[src/rtl/sig_force_pkg.sv]
// rtl/sig_force_pkg.sv - shared types and constants for the sig_force channel override block
// Optional statistics are enabled with SIG_FORCE_STATS_EN.
package sig_force_pkg;

  typedef enum logic [1:0] {
    IDLE  = 2'd0,
    TIMED = 2'd1,
    HOLD  = 2'd2
  } chan_state_e;

  localparam int STAT_W = 16;

endpackage

[src/rtl/sig_force_if.sv]
// rtl/sig_force_if.sv - force/release request bus for sig_force
// The master issues force and release requests; the slave (sig_force) returns frc_ready.
interface sig_force_if #(
  parameter int WIDTH    = 1,
  parameter int CHANNELS = 4,
  parameter int CNT_W    = 8
);
  localparam int IDX_W = $clog2(CHANNELS) + 1;

  logic             frc_valid;
  logic             frc_ready;
  logic [IDX_W-1:0] frc_chan;
  logic [WIDTH-1:0] frc_value;
  logic [CNT_W-1:0] frc_cycles;
  logic             rel_valid;
  logic [IDX_W-1:0] rel_chan;

  modport master (
    output frc_valid, frc_chan, frc_value, frc_cycles, rel_valid, rel_chan,
    input  frc_ready
  );

  modport slave (
    input  frc_valid, frc_chan, frc_value, frc_cycles, rel_valid, rel_chan,
    output frc_ready
  );
endinterface

[src/rtl/sig_force_chan.sv]
// rtl/sig_force_chan.sv - one channel: IDLE/TIMED/HOLD state, duration counter and output register
// SIG_FORCE_STATS_EN adds a saturating count of output changes.
module sig_force_chan
  import sig_force_pkg::*;
#(
  parameter int WIDTH = 1,
  parameter int CNT_W = 8
) (
  input  logic              clk,
  input  logic              rst,
  input  logic [WIDTH-1:0]  in_data,
  input  logic              frc_hit,
  input  logic [WIDTH-1:0]  frc_value,
  input  logic [CNT_W-1:0]  frc_cycles,
  input  logic              rel_hit,
  output logic [WIDTH-1:0]  out_data,
  output logic              forced
`ifdef SIG_FORCE_STATS_EN
  ,
  output logic [STAT_W-1:0] chg_count
`endif
);

  chan_state_e      state, state_nxt;
  logic [CNT_W-1:0] cnt, cnt_nxt;
  logic [WIDTH-1:0] val_q, val_nxt;
  logic [WIDTH-1:0] out_nxt;

  always_ff @(posedge clk) begin
    if (rst) begin
      state    <= IDLE;
      cnt      <= '0;
      val_q    <= '0;
      out_data <= '0;
      forced   <= 1'b0;
    end else begin
      state    <= state_nxt;
      cnt      <= cnt_nxt;
      val_q    <= val_nxt;
      out_data <= out_nxt;
      forced   <= (state_nxt != IDLE);
    end
  end

  // Release outranks force; the top already refuses a force that collides with a release.
  always_comb begin
    state_nxt = state;
    cnt_nxt   = cnt;
    val_nxt   = val_q;
    if (rel_hit) begin
      state_nxt = IDLE;
      cnt_nxt   = '0;
    end else if (frc_hit) begin
      val_nxt   = frc_value;
      cnt_nxt   = frc_cycles;
      state_nxt = (frc_cycles == '0) ? HOLD : TIMED;
    end else begin
      case (state)
        TIMED: begin
          if (cnt == CNT_W'(1)) begin
            state_nxt = IDLE;
            cnt_nxt   = '0;
          end else begin
            cnt_nxt = cnt - CNT_W'(1);
          end
        end
        default: ;
      endcase
    end
  end

  always_comb begin
    out_nxt = (state_nxt != IDLE) ? val_nxt : in_data;
  end

`ifdef SIG_FORCE_STATS_EN
  always_ff @(posedge clk) begin
    if (rst) begin
      chg_count <= '0;
    end else if ((out_nxt != out_data) && (chg_count != {STAT_W{1'b1}})) begin
      chg_count <= chg_count + STAT_W'(1);
    end
  end
`endif

endmodule

[src/rtl/sig_force.sv]
// rtl/sig_force.sv - per-channel output override with timed/held forces and releases
// Request decode, release-wins arbitration and sticky err; SIG_FORCE_STATS_EN adds chg_count.
module sig_force
  import sig_force_pkg::*;
#(
  parameter int WIDTH    = 1,
  parameter int CHANNELS = 4,
  parameter int CNT_W    = 8
) (
  input  logic                         clk,
  input  logic                         rst,
  input  logic [CHANNELS*WIDTH-1:0]    in_data,
  sig_force_if.slave                   bus,
  output logic [CHANNELS*WIDTH-1:0]    out_data,
  output logic [CHANNELS-1:0]          forced,
  output logic                         err
`ifdef SIG_FORCE_STATS_EN
  ,
  output logic [CHANNELS*STAT_W-1:0]   chg_count
`endif
);

  localparam int IDX_W = $clog2(CHANNELS) + 1;

  logic frc_acc;
  logic bad_idx;

  assign bus.frc_ready = !rst && !(bus.rel_valid && (bus.rel_chan == bus.frc_chan));
  assign frc_acc       = bus.frc_valid && bus.frc_ready;

  // Out-of-range indices match no channel below, so they only raise err.
  assign bad_idx = (frc_acc && (bus.frc_chan >= IDX_W'(CHANNELS))) ||
                   (bus.rel_valid && (bus.rel_chan >= IDX_W'(CHANNELS)));

  always_ff @(posedge clk) begin
    if (rst) begin
      err <= 1'b0;
    end else if (bad_idx) begin
      err <= 1'b1;
    end
  end

  for (genvar c = 0; c < CHANNELS; c++) begin : g_chan
    sig_force_chan #(
      .WIDTH (WIDTH),
      .CNT_W (CNT_W)
    ) u_chan (
      .clk        (clk),
      .rst        (rst),
      .in_data    (in_data[c*WIDTH +: WIDTH]),
      .frc_hit    (frc_acc && (bus.frc_chan == IDX_W'(c))),
      .frc_value  (bus.frc_value),
      .frc_cycles (bus.frc_cycles),
      .rel_hit    (bus.rel_valid && (bus.rel_chan == IDX_W'(c))),
      .out_data   (out_data[c*WIDTH +: WIDTH]),
      .forced     (forced[c])
`ifdef SIG_FORCE_STATS_EN
      ,
      .chg_count  (chg_count[c*STAT_W +: STAT_W])
`endif
    );
  end

endmodule

[src/flat_wrapper.sv]
// flat-port wrapper written by rule: the top's interface ports become plain ports
module sig_force_flat import sig_force_pkg::*;
#(
  parameter int WIDTH    = 1,
  parameter int CHANNELS = 4,
  parameter int CNT_W    = 8
)
  (clk, rst, in_data, out_data, forced, err, bus_frc_valid, bus_frc_chan, bus_frc_value, bus_frc_cycles, bus_rel_valid, bus_rel_chan, bus_frc_ready);
  sig_force_if #(.WIDTH(WIDTH), .CHANNELS(CHANNELS), .CNT_W(CNT_W)) bus_i ();
  input  logic clk;
  input  logic rst;
  input  logic [CHANNELS*WIDTH-1:0] in_data;
  output logic [CHANNELS*WIDTH-1:0] out_data;
  output logic [CHANNELS-1:0] forced;
  output logic err;
  input wire logic [$bits(bus_i.frc_valid)-1:0] bus_frc_valid;
  input wire logic [$bits(bus_i.frc_chan)-1:0] bus_frc_chan;
  input wire logic [$bits(bus_i.frc_value)-1:0] bus_frc_value;
  input wire logic [$bits(bus_i.frc_cycles)-1:0] bus_frc_cycles;
  input wire logic [$bits(bus_i.rel_valid)-1:0] bus_rel_valid;
  input wire logic [$bits(bus_i.rel_chan)-1:0] bus_rel_chan;
  output wire logic [$bits(bus_i.frc_ready)-1:0] bus_frc_ready;
  assign bus_i.frc_valid = bus_frc_valid;
  assign bus_i.frc_chan = bus_frc_chan;
  assign bus_i.frc_value = bus_frc_value;
  assign bus_i.frc_cycles = bus_frc_cycles;
  assign bus_i.rel_valid = bus_rel_valid;
  assign bus_i.rel_chan = bus_rel_chan;
  assign bus_frc_ready = bus_i.frc_ready;
  sig_force #(.WIDTH(WIDTH), .CHANNELS(CHANNELS), .CNT_W(CNT_W)) u_core (.clk(clk), .rst(rst), .in_data(in_data), .bus(bus_i), .out_data(out_data), .forced(forced), .err(err));
endmodule
[config.mk]
export PLATFORM = sky130hd
export DESIGN_NAME = sig_force_flat
export DESIGN_NICKNAME = d
export VERILOG_FILES = /design/src/rtl/sig_force_pkg.sv /design/src/rtl/sig_force_if.sv /design/src/rtl/sig_force_chan.sv /design/src/rtl/sig_force.sv /design/src/flat_wrapper.sv
export SDC_FILE = /design/constraint.sdc
export NUM_CORES = 1
export LEC_CHECK = 0
export BUFFER_PORTS_ARGS = -buffer_cell sky130_fd_sc_hd__buf_2
export CAP_MARGIN = 20
export CORE_MARGIN = 1.5
export CORE_UTILIZATION = 50
export CTS_BUF_LIST = sky130_fd_sc_hd__clkbuf_4 sky130_fd_sc_hd__clkbuf_8 sky130_fd_sc_hd__clkbuf_16
export CTS_CLUSTER_DIAMETER = 40
export DETAILED_ROUTE_END_ITERATION = 8
export PLACE_DENSITY = 0.7
export SYNTH_ARGS = -nofsm -noshare
export SYNTH_HDL_FRONTEND = slang
export SYNTH_SLANG_ARGS = --single-unit
[constraint.sdc]
create_clock -name clk -period 1.9 [get_ports clk]
set_input_delay 0.19 -clock clk [delete_from_list [all_inputs] [get_ports clk]]
set_output_delay 0.19 -clock clk [all_outputs]
set_load 0.02 [all_outputs]
== After elaboration in Yosys (flattened, before gate mapping) ==
Cells that the tools add are included.
W data, S select, Z words.
Operators by class
  eq/ne operators: 15
  add/sub/neg operators: 4
  order comparisons: 2
  multiplexer cells: 41
  reductions and logical operators: 31
Operators by type and width (number)
  $mux W8: 12
  $mux W2: 17
  $eq A8 B1 Y1 const B: 4
  $sub A8 B1 Y8 const B: 4
  $reduce_bool A2 Y1: 8
  $logic_and A1 B1 Y1: 13
  $eq A3 B2 Y1 const B: 4
  $mux W1: 12
  $eq A2 B1 Y1 const B: 4
  $logic_not A8 Y1: 1
  $reduce_or A2 Y1: 4
  $eq A3 B1 Y1 const B: 2
  $ge A3 B3 Y1 const B: 2
  $logic_not A3 Y1: 2
  $eq A3 B3 Y1: 1
  $logic_not A1 Y1: 2
  $logic_or A1 B1 Y1: 1
Storage, ports and cells
  output and inout port bits: 10
  bits in registers: 53
  word-level logic and storage cells: 114
  bits of input ports: 23

== Longest topological paths before layout ==
  word-level depth: 10
  gate-level depth with buffers: 7
  gate-level depth less buffers: 7

== By module ==
From an unflattened synthesis, not the netlist that was laid out.
Unflattened totals
  cells, all modules: 379
  area total of the unflattened synthesis: 3111.7 µm²
By module, submodules not included
  sig_force_chan: instances 4, cells each 89, area each 732.0 µm², sequential area each 260.2 µm²
  sig_force: instances 1, cells each 23, area each 183.9 µm², sequential area each 20.0 µm²

== Worst setup path before layout ==
No wires, ideal clock.
  kind: reg-to-reg
  start point: register u_core.g_chan[3].u_chan.cnt[0]
  end point: register u_core.g_chan[3].u_chan.out_data
  arrival: 1.611 ns
  path slack: 0.165 ns
  clock period less this slack: 1.735 ns
  stages on the path, launching flop included: 7
  required time: 1.777 ns
  setup time: 0.123 ns
  path buffers: 0
  path through: dfxtp_1 > ha_1 > nor3b_1 > nand2_1 > a21oi_1 > a32oi_1 > mux2_1
On the way
  longest elaborated chain between the ends: 7
RTL lines
  start, declared: line sig_force_chan.sv:25  | logic [CNT_W-1:0] cnt, cnt_nxt;
  start signal, assigned: line sig_force_chan.sv:38  | cnt <= cnt_nxt;
  $eq A8 B1 Y1: line sig_force_chan.sv:60  | if (cnt == CNT_W'(1)) begin
  $mux W2: line sig_force_chan.sv:60
  $mux W2: line sig_force_chan.sv:58  | case (state)
  $mux W2: line sig_force_chan.sv:53  | end else if (frc_hit) begin
  $mux W2: line sig_force_chan.sv:50  | if (rel_hit) begin
  $reduce_bool A2 Y1: line sig_force_chan.sv:73  | out_nxt = (state_nxt != IDLE) ? val_nxt : in_data;
  $mux W1: line sig_force_chan.sv:73
  end signal, assigned: line sig_force_chan.sv:40  | out_data <= out_nxt;
  end, declared: line sig_force_chan.sv:16  | output logic [WIDTH-1:0] out_data,
No other way between the ends.
A chain may end at the register's enable or synchronous reset.

== Worst setup path in the final report ==
  start point: register u_core.g_chan[1].u_chan.cnt[3]
  end point: register u_core.g_chan[1].u_chan.cnt[7]
On the way
  longest elaborated chain between the ends: 4
  elaborated cells between the ends (all ways): 5
  those cells by class: add/sub (1); eq/ne (1); mux (3)
RTL lines (line)
  start, declared: sig_force_chan.sv:25
  start signal, assigned: sig_force_chan.sv:38
  $sub A8 B1 Y8 / $eq A8 B1 Y1 (equally long branches): sig_force_chan.sv:64, sig_force_chan.sv:60
  $mux W8 *: sig_force_chan.sv:60
  $mux W8 *: sig_force_chan.sv:58
  $mux W8 *: sig_force_chan.sv:53
Every way passes the cells marked *; elsewhere a longest branch is shown, timed or not. The select of a mux whose other input is x is not followed.

==> out/qor.txt <==
Clock slew at reported path FFs: 100 ps
Area growth from synthesis to layout: 14.04%
First-pass GRT wire length: 11,990 µm
Share of post-route cells with drive strength above 1: 20.68%
Post-route DRC violation count: 0
Pin count of the biggest net entering global routing: 18
CP Capture Type: flip-flop
Setup ws final: 113.2 ps
Worst r2r src: u_core.g_chan[1].u_chan.cnt[3]$_SDFFE_PP0P_
Pre-CTS WS: 132.7 ps
Total track usage: 23.92%
Inserted Diodes: 0
Synthesized flop and latch total: 53
Placed cell areas: 3353 µm²
Ys flop type: dfxtp_1
Setup TNS: 0 ps
Logic pwr share: 14.4%
DR iter-0 viols: 139
FILL cells: 550
CTS Buf Count: 5
Crit Path Class: flip-flop to flip-flop
P_leak: 1.352 nW
CP Max Fanout: 5
Die X: 81.30 µm
Pwr/cell area: 672.5 nW/µm²
Reg2Reg Setup Slack: 110 ps
Core Area: 5921 µm²
FF+latch area: 1061 µm²
Clock Tree Root: clkbuf_8
Vias in the first global route: 2,534
Clock network fraction of design power: 35.2%
Final HPWL DP: 5412 µm
Max-cap viol count: 0
CTS Buffer Depth: 2
CTS tree: yes
Top Ports: 33
Yosys cell types: 56
Crit Reg-Reg Endpoint: u_core.g_chan[1].u_chan.cnt[7]$_SDFFE_PP0P_
Post-route antenna net violation count: 0
Sw frac: 26.22%
Post-CTS Resized: 0
Max VDD drop: 0.3229 mV
CP Data Arrival Time: 2020 ps
Number of flops mapped to enable cells by yosys: 0
Synth warn: 0
Reg2Reg Depth: 4
Antenna violations before repair: 0
P_sw: 616.3 µW
H-tree Lvls: 2
Clock Latency Late Sink: 320 ps
Unrepaired setup endpoints after global routing: false
Final worst path period need: 1787 ps
Slew of the pin with the lowest slew margin: 463.4 ps
Initial Util: 51.78%
Mean Syn Cell Area: 8.263 µm²
Most frequent cells in the layout: nor2_1, dfxtp_1, buf_2
Worst hold path type: input pin to flip-flop
Setup violators final: 0
Post-Syn Instances: 371
Die H: 81.30 µm
Post-DR wirelength/cell: 15.28 µm
Sequential share of power: 50.3%
Vias per cell: 5.778
Sequential fraction of the synthesis area: 34.61%
Layout Nets: 441
Max transition margin: 68.85%
Area occupied by multi-input gates: 1819 µm²
Outcome: finished clean
Post-route cell area: 3496 µm²
Slew Limit Fails: 0
Port-buffer cells: 32
HP Start: rst
Power, Total: 2.351 mW
Post-synth ARST share: 0%
Worst Path Required: 2140 ps
FP Rows: 28
Final hold viol count: 0
Routed WL: 7427 µm
Hold Path Stages: 2
Final period util: 94.04%
GRT Residual Overflow: 0
Synth Cell Area: 3065 µm²
Int Pwr: 1.735 mW
Worst clock skew: 12.66 ps
Startpoint Class: flip-flop
Final GP Congestion: 0.8611
Die footprint: 6610 µm²
DRT Pass-1 Iters: 4
Routed vias: 2,808
Max Clock Freq: 0.5597 GHz
Syn Nets: 402
Clock sink count: 53
Min-Delay Endpoint: u_core.g_chan[0].u_chan.val_q$_SDFF_PP0_
==> sequential cells by signal, indices dropped and copies added, names as in the netlist <==
register                       count
u_core.g_chan.u_chan.cnt          32
u_core.g_chan.u_chan.state         8
u_core.g_chan.u_chan.forced        4
u_core.g_chan.u_chan.out_data      4
u_core.g_chan.u_chan.val_q         4
u_core.err                         1
==> critical path: stages (launching register included) <==
cell	delay [ps]
dfxtp_1	350
nor4_2	480
inv_1	120
or4_4	500
a311oi_2	260
==> worst max-delay path by stage <==
stage | startpoint | to | slack [ps] | cells after the start
6_report | u_core.g_chan[1].u_chan.cnt[3]$_SDFFE_PP0P_ | u_core.g_chan[1].u_chan.cnt[7]$_SDFFE_PP0P_ | 110 | 4
3_5_place_dp | u_core.g_chan[0].u_chan.cnt[1]$_SDFFE_PP0P_ | u_core.g_chan[0].u_chan.out_data$_SDFF_PP0_ | 130 | 6
5_1_grt | u_core.g_chan[1].u_chan.cnt[0]$_SDFFE_PP0P_ | u_core.g_chan[1].u_chan.out_data$_SDFF_PP0_ | 20 | 6
3_3_place_gp | u_core.g_chan[1].u_chan.state[1]$_SDFF_PP0_ | u_core.g_chan[1].u_chan.cnt[7]$_SDFFE_PP0P_ | 210 | 4
2_1_floorplan | u_core.g_chan[3].u_chan.cnt[0]$_SDFFE_PP0P_ | u_core.g_chan[3].u_chan.out_data$_SDFF_PP0_ | 170 | 6
4_1_cts | u_core.g_chan[0].u_chan.cnt[1]$_SDFFE_PP0P_ | u_core.g_chan[0].u_chan.out_data$_SDFF_PP0_ | 90 | 6
==> final cells by class <==
cell class / instances / area share (%)
Timing Repair Buffer: 55 / 9.878
Tap cell: 75 / 2.684
Clock buffer: 7 / 2.577
Clock inverter: 1 / 0.8590
Sequential cell: 53 / 30.35
Inverter: 15 / 1.611
Multi-Input combinational cell: 280 / 52.04
==> kinds of logic (layout without fill, tap and decap cells) <==
| family | after synthesis | after routing | synth area share, % |
|---|---|---|---|
| fa+ha+maj | 8 | 8 | 3.265 |
| xor+xnor | 3 | 3 | 1.102 |
| buf+inv | 38 | 78 | 6.041 |
| compound gates | 92 | 92 | 21.18 |
| simple gates | 159 | 159 | 27.71 |
| flops | 53 | 53 | 34.61 |
| mux | 18 | 18 | 6.081 |
==> repair_timing <==
item	CTS	global route
hold buffers	0	0
setup buffers	0	3
setup endpoints to repair	0	1
==> metal layers <==
| layer | wire length [µm] | GRT usage, % |
|---|---|---|
| met5 | 0 | 0 |
| met4 | 130 | 8.793 |
| met3 | 220 | 3.034 |
| met2 | 3722 | 41.07 |
| met1 | 3354 | 30.43 |
==> power by group through the flow <==
stage               combinational [mW]  sequential [mW]  clock, mW
floorplan                        0.226             1.20          0
detailed placement               0.333             1.21          0
global placement                 0.328             1.21          0
finish                           0.339             1.18      0.828
CTS                              0.335             1.18      0.842
global route                     0.374             1.19      0.882
==> per-stage QoR <==
| step | hold slack, ps | instances | utilization, % |
|---|---|---|---|
| after global routing | 151.3 | 486 | 59.04 |
| after CTS | 150.9 | 483 | 58.66 |
| after floorplan | 326.0 | 371 | - |
| final | 154.0 | 486 | 59.04 |
| after detailed placement | 445.1 | 475 | 56.64 |
| after global placement | 442.6 | 475 | 56.64 |
==> synthesized netlist by cell type (2+ instances only) <==
cell type  instances  area, µm²
a221o_1            2      20.02
nand2_2            2      12.51
nand4_1            4      25.02
mux2i_1           13      130.1
mux2_1             2      22.52
and3_1             5      31.28
mux2_2             3      33.78
nor3_1             9      45.04
a211oi_1          25      187.7
buf_4              9      67.56
or2_2              4      25.02
nand3b_1           4      30.03
inv_1             15      56.30
o21ai_0           12      60.06
xnor2_1            2      17.52
a311oi_1           6      52.55
buf_2              7      35.03
or3_1              2      12.51
dfxtp_1           53       1061
clkbuf_1           7      26.28
a21boi_0           2      15.01
nor4_1             6      37.54
a22oi_1            2      15.01
nand2b_1           7      43.79
a32oi_1            2      17.52
or2_1              2      12.51
ha_1               8      100.1
a21oi_1           25      125.1
nand2_1           25      93.84
nor2_1            53      198.9
nor2b_1            9      56.30
o211ai_1           5      37.54
nor3b_1            2      15.01
nand3_1           11      55.05
or4_4              2      22.52
or4_1              3      22.52
a311oi_2           2      30.03
(Power assumes the default switching activity.)
